--- config.mk ---
export PLATFORM = sky130hd
export DESIGN_NAME = mycpu_div
export DESIGN_NICKNAME = d
export VERILOG_FILES = /design/src/rtl/mycpu_div.sv
export SDC_FILE = /design/constraint.sdc
export NUM_CORES = 1
export LEC_CHECK = 0
export CAP_MARGIN = 15
export CORE_ASPECT_RATIO = 1.5
export CORE_UTILIZATION = 39
export DETAILED_ROUTE_END_ITERATION = 10
export PLACE_DENSITY = 0.64
export SLEW_MARGIN = 20
export SYNTH_ARGS = -nofsm -noshare
export SYNTH_HDL_FRONTEND = slang
export SYNTH_SLANG_ARGS = --single-unit
--- constraint.sdc ---
create_clock -name clk -period 6.2 [get_ports clk]
set_input_delay 1.55 -clock clk [delete_from_list [all_inputs] [get_ports clk]]
set_output_delay 1.55 -clock clk [all_outputs]
set_load 0.005 [all_outputs]
--- src/rtl/mycpu_div.sv ---
// Iterative radix-2 restoring divider for MIPS DIV/DIVU in the EX stage.
// Returns {remainder, quotient}; stalls the pipeline while a divide is in flight.
//
// state   | meaning
// S_IDLE  | waiting for start_i; outputs cleared
// S_ON    | one quotient bit per clock, MSB first
// S_DZERO | divisor was zero; result forced to 0
// S_END   | result valid, held while start_i stays high
module mycpu_div #(
  parameter  int WIDTH = 32,
  localparam int CNT_W = $clog2(WIDTH + 1)
) (
  input  logic               clk,
  input  logic               resetn,
  input  logic               start_i,
  input  logic               signed_i,
  input  logic [WIDTH-1:0]   opdata1_i,
  input  logic [WIDTH-1:0]   opdata2_i,
  input  logic               annul_i,
  output logic [2*WIDTH-1:0] result_o,
  output logic               ready_o,
  output logic               stallreq_o
);

  typedef enum logic [1:0] {S_IDLE, S_ON, S_DZERO, S_END} state_t;

  state_t             state_q;
  logic [CNT_W-1:0]   cnt_q;
  logic [WIDTH-1:0]   rem_q;
  logic [WIDTH-1:0]   dvd_q;
  logic [WIDTH-1:0]   dsr_q;
  logic               sgn_q;
  logic               s1_q;
  logic               s2_q;
  logic [2*WIDTH-1:0] result_q;
  logic               ready_q;

  logic [WIDTH-1:0] mag1_d;
  logic [WIDTH-1:0] mag2_d;
  logic [WIDTH:0]   shifted_d;
  logic [WIDTH:0]   trial_d;
  logic             trial_neg_d;
  logic [WIDTH-1:0] rem_d;
  logic [WIDTH-1:0] quo_d;
  logic [WIDTH-1:0] rem_fix_d;
  logic [WIDTH-1:0] quo_fix_d;

  always_comb begin
    mag1_d = (signed_i && opdata1_i[WIDTH-1]) ? (~opdata1_i + 1'b1) : opdata1_i;
    mag2_d = (signed_i && opdata2_i[WIDTH-1]) ? (~opdata2_i + 1'b1) : opdata2_i;

    // Dividend bits stream out of dvd_q's MSB while quotient bits fill its LSB.
    shifted_d   = {rem_q, dvd_q[WIDTH-1]};
    trial_d     = shifted_d - {1'b0, dsr_q};
    trial_neg_d = trial_d[WIDTH];
    rem_d       = trial_neg_d ? shifted_d[WIDTH-1:0] : trial_d[WIDTH-1:0];
    quo_d       = {dvd_q[WIDTH-2:0], ~trial_neg_d};

    quo_fix_d = (sgn_q && (s1_q ^ s2_q)) ? (~quo_d + 1'b1) : quo_d;
    rem_fix_d = (sgn_q && s1_q) ? (~rem_d + 1'b1) : rem_d;
  end

  always_ff @(posedge clk or negedge resetn) begin
    if (!resetn) begin
      state_q  <= S_IDLE;
      cnt_q    <= '0;
      rem_q    <= '0;
      dvd_q    <= '0;
      dsr_q    <= '0;
      sgn_q    <= 1'b0;
      s1_q     <= 1'b0;
      s2_q     <= 1'b0;
      result_q <= '0;
      ready_q  <= 1'b0;
    end else begin
      case (state_q)
        S_IDLE: begin
          ready_q  <= 1'b0;
          result_q <= '0;
          if (start_i && !annul_i) begin
            cnt_q <= '0;
            rem_q <= '0;
            sgn_q <= signed_i;
            s1_q  <= opdata1_i[WIDTH-1];
            s2_q  <= opdata2_i[WIDTH-1];
            if (opdata2_i == '0) begin
              dvd_q   <= '0;
              dsr_q   <= '0;
              state_q <= S_DZERO;
            end else begin
              dvd_q   <= mag1_d;
              dsr_q   <= mag2_d;
              state_q <= S_ON;
            end
          end
        end
        S_ON: begin
          if (annul_i) begin
            state_q <= S_IDLE;
          end else begin
            rem_q <= rem_d;
            dvd_q <= quo_d;
            cnt_q <= cnt_q + CNT_W'(1);
            if (cnt_q == CNT_W'(WIDTH - 1)) begin
              state_q  <= S_END;
              ready_q  <= 1'b1;
              result_q <= {rem_fix_d, quo_fix_d};
            end
          end
        end
        S_DZERO: begin
          if (annul_i) begin
            state_q <= S_IDLE;
          end else begin
            state_q  <= S_END;
            ready_q  <= 1'b1;
            result_q <= '0;
          end
        end
        S_END: begin
          if (!start_i || annul_i) begin
            state_q  <= S_IDLE;
            ready_q  <= 1'b0;
            result_q <= '0;
          end
        end
        default: state_q <= S_IDLE;
      endcase
    end
  end

  assign result_o   = result_q;
  assign ready_o    = ready_q;
  assign stallreq_o = start_i & ~ready_q;

endmodule

==> results.json <==
{
  "clockBufferDepth": 2,
  "viasPerCell": 5.62,
  "seq_area_frac_synth_pct": 35.2,
  "grt_pass1_wl_um": 61300,
  "coreArea_mm2": 0.0309,
  "max_freq_ghz": 0.187,
  "final-setup-viol-count": 0,
  "hold_buffers": 0,
  "antenna_cells": 0,
  "syn_inst": 1526,
  "final_util_pct": 46.6,
  "cts_resized": 0,
  "ioPinCount": 135,
  "detail_route.first_pass.iterations": 8,
  "yosysMostFrequentCell": "nand2_1",
  "cts_tree": "built",
  "placed_area_mm2": 0.0138,
  "tightest_slew_ns": 1.08,
  "grt_max_degree": 89,
  "post-route-drc-count": 0,
  "place_congestion": 0.949,
  "drtIter0Drc": 567,
  "syn-cell-area_mm2": 0.0122,
  "cts_setup_buffers": 0,
  "fin_crit_ns": 5.34,
  "cts.htree.levels": 4,
  "path_clk_slew_ns": 0.07,
  "area_growth_pct": 17.7,
  "timing.slew.headroom_pct": 27.8,
  "synth_area_leader_cell": "dfrtp_1",
  "hp-class": "flip-flop to flip-flop",
  "synthArstFlopShare_pct": 100,
  "finalSetupTns_ns": 0,
  "ys_ff_latch": 172,
  "run_status": "finished clean",
  "ys_top_cells_by_area": "dfrtp_1 35%, o21ai_0 7.2%, nand2_1 7.0%, xor2_1 5.4%, xnor2_1 5.4%",
  "die_y_um": 219,
  "avgSynthCellArea_um2": 8.02,
  "clockRootBuffer": "clkbuf_16",
  "critPathKind": "flip-flop to flip-flop",
  "port_buffers": 134,
  "rows": 79,
  "grt_overflow": 0,
  "drv_cap": 0,
  "clkSinkCount": 172,
  "wl_um": 38300,
  "wl_per_cell_um": 18.9,
  "cp.required_ns": 6.57,
  "post_synth_num_cell_types": 75,
  "yosys_warnings": 0,
  "critPathMaxFanout": 11,
  "finalInstanceArea_mm2": 0.0144,
  "synth_ff_type": "dfrtp_1",
  "track_usage_pct": 24.6,
  "hold_viol": 0,
  "synth_edf_count": 0,
  "endpoint_kind": "flip-flop",
  "drive_gt1_share_pct": 4.44,
  "timing.final.crit_share_pct": 86.1,
  "antenna_found_initial": 0,
  "drtAntennaViolNets": 0,
  "cts_buffers": 17,
  "maxSlewViolCount": 0,
  "vias": 11400,
  "cp.arrival_ns": 5.71,
  "synthTopCellsByCount": "228 x nand2_1, 177 x o21ai_0, 172 x dfrtp_1, 134 x nor2_1, 108 x a21oi_1",
  "finalNetCount": 1719,
  "skew_ns": 0.0150,
  "rsz0062_at_grt": "false",
  "hpwl_um": 29100,
  "start_kind": "flip-flop",
  "fp.dieArea_mm2": 0.0321,
  "syn_nets": 1638,
  "synthDominantCellAreaShare_pct": 35.2,
  "start_util_pct": 39.6,
  "grt_pass1_vias": 11300,
  "fp.dieW_um": 147,
  "clkLatencyLatePin_ns": 0.45
}
[cell usage in the layout (no fill, tap or decap), drive strengths merged, types with 5 or more instances in the layout]
cell type      netlist  routed
nand2              229     229
o21ai              187     187
dfrtp              172     172
nor2               134     134
clkdlybuf4s50        0     133
a21oi              108     108
xor2                76      76
xnor2               75      75
inv                 59      61
nor3                44      44
ha                  42      42
mux2i               26      26
o31ai               24      24
or3                 22      22
nor4                20      20
nand3               20      20
clkbuf              66      20
a21o                15      15
a221oi              15      15
a31oi               14      14
and2                14      14
buf                 18      13
nand4               11      11
and3                 9       9
nand2b               8       8
a211oi               7       7
or4                  7       7
nor3b                7       7
o22ai                6       6
o21a                 5       5
o21bai               5       5
o211a                5       5
or2                  5       5
a2111oi              5       5
o41ai                5       5
clkinv               0       5
[critical path: stages, from the launching register on]
cell and delay [ns]:
dfrtp_1 0.42, inv_1 0.07, ha_1 0.16, inv_1 0.05, fa_1 0.46, a211oi_1 0.26
o21ai_1 0.15, nand3_1 0.15, a21oi_1 0.10, or3_4 0.45, and2_4 0.20, inv_2 0.07
mux2i_1 0.28, ha_1 0.27, nand2_1 0.06, or3_1 0.39, nor4_1 0.47, nand3b_1 0.12
mux2_2 0.30, nor4b_2 0.33, a41oi_1 0.17, xor2_1 0.18, o21ai_1 0.13
[metal layers]
metal	up-vias	share of wire (%)	track usage, %
met5	-	0	0
met4	0	4.8	13.1
met3	91	2.8	3.06
met2	271	55	47.4
met1	5490	37	25.8
li1	5525	-	-
[cell type report]
class                           instances  area (um^2)
Timing Repair Buffer                  146         1450
Fill cell                            3111        16500
Tap cell                              405          507
Multi-Input combinational cell       1211         7370
Clock buffer                           20          447
Sequential cell                       172         4300
Inverter                               59          221
Clock inverter                         12          116
[per-stage QoR]
step                      worst slack [ns]  hold WS [ns]  cells
after floorplan                      0.964         0.450   1526
after global placement               0.923         0.467   1993
after detailed placement             0.881         0.471   1993
after CTS                            0.898         0.486   2025
after global routing                 0.375         0.503   2025
final                                0.861         0.479   2025
[cell families (layout without fill, tap and decap cells)]
group                      Yosys count  in the layout  synth area share [%]
xor gates and xnor gates           151            151                  10.8
adders and majority gates           43             43                  4.46
and+or+nand+nor                    550            550                  20.8
AOI/OAI and AO/OA                  440            440                  21.9
DFF                                172            172                  35.2
buffers and inverters              143            237                  4.70
muxes                               27             27                  2.22
[registers in the layout (all words and copies together) (netlist names)]
name,flops
cnt_q,6
dsr_q,32
dvd_q,32
ready_o,1
rem_q,32
result_o,64
s1_q,1
s2_q,1
sgn_q,1
state_q,2
[worst paths after layout]
| check | startpoint | endpoint | slack, ns | depth (start not counted) |
|---|---|---|---|---|
| worst max-delay path | dvd_q[31]$_DFFE_PN0P_ | result_o[58]$_DFFE_PN0P_ | 0.86 | 22 |
| worst min-delay path | result_o[54]$_DFFE_PN0P_ | result_o[54]$_DFFE_PN0P_ | 0.48 | 2 |
| worst max register to register | dvd_q[31]$_DFFE_PN0P_ | result_o[58]$_DFFE_PN0P_ | 0.86 | 22 |
| worst min register to register | result_o[54]$_DFFE_PN0P_ | result_o[54]$_DFFE_PN0P_ | 0.48 | 2 |
| max in group asynchronous | resetn | rem_q[1]$_DFFE_PN0P_ | 4.04 | 2 |
| min in group asynchronous | resetn | dsr_q[20]$_DFFE_PN0P_ | 1.15 | 1 |
Power is left out: the tool's default activity adds up to more than one toggle a clock period on the data nets, which glitch-free logic cannot reach.
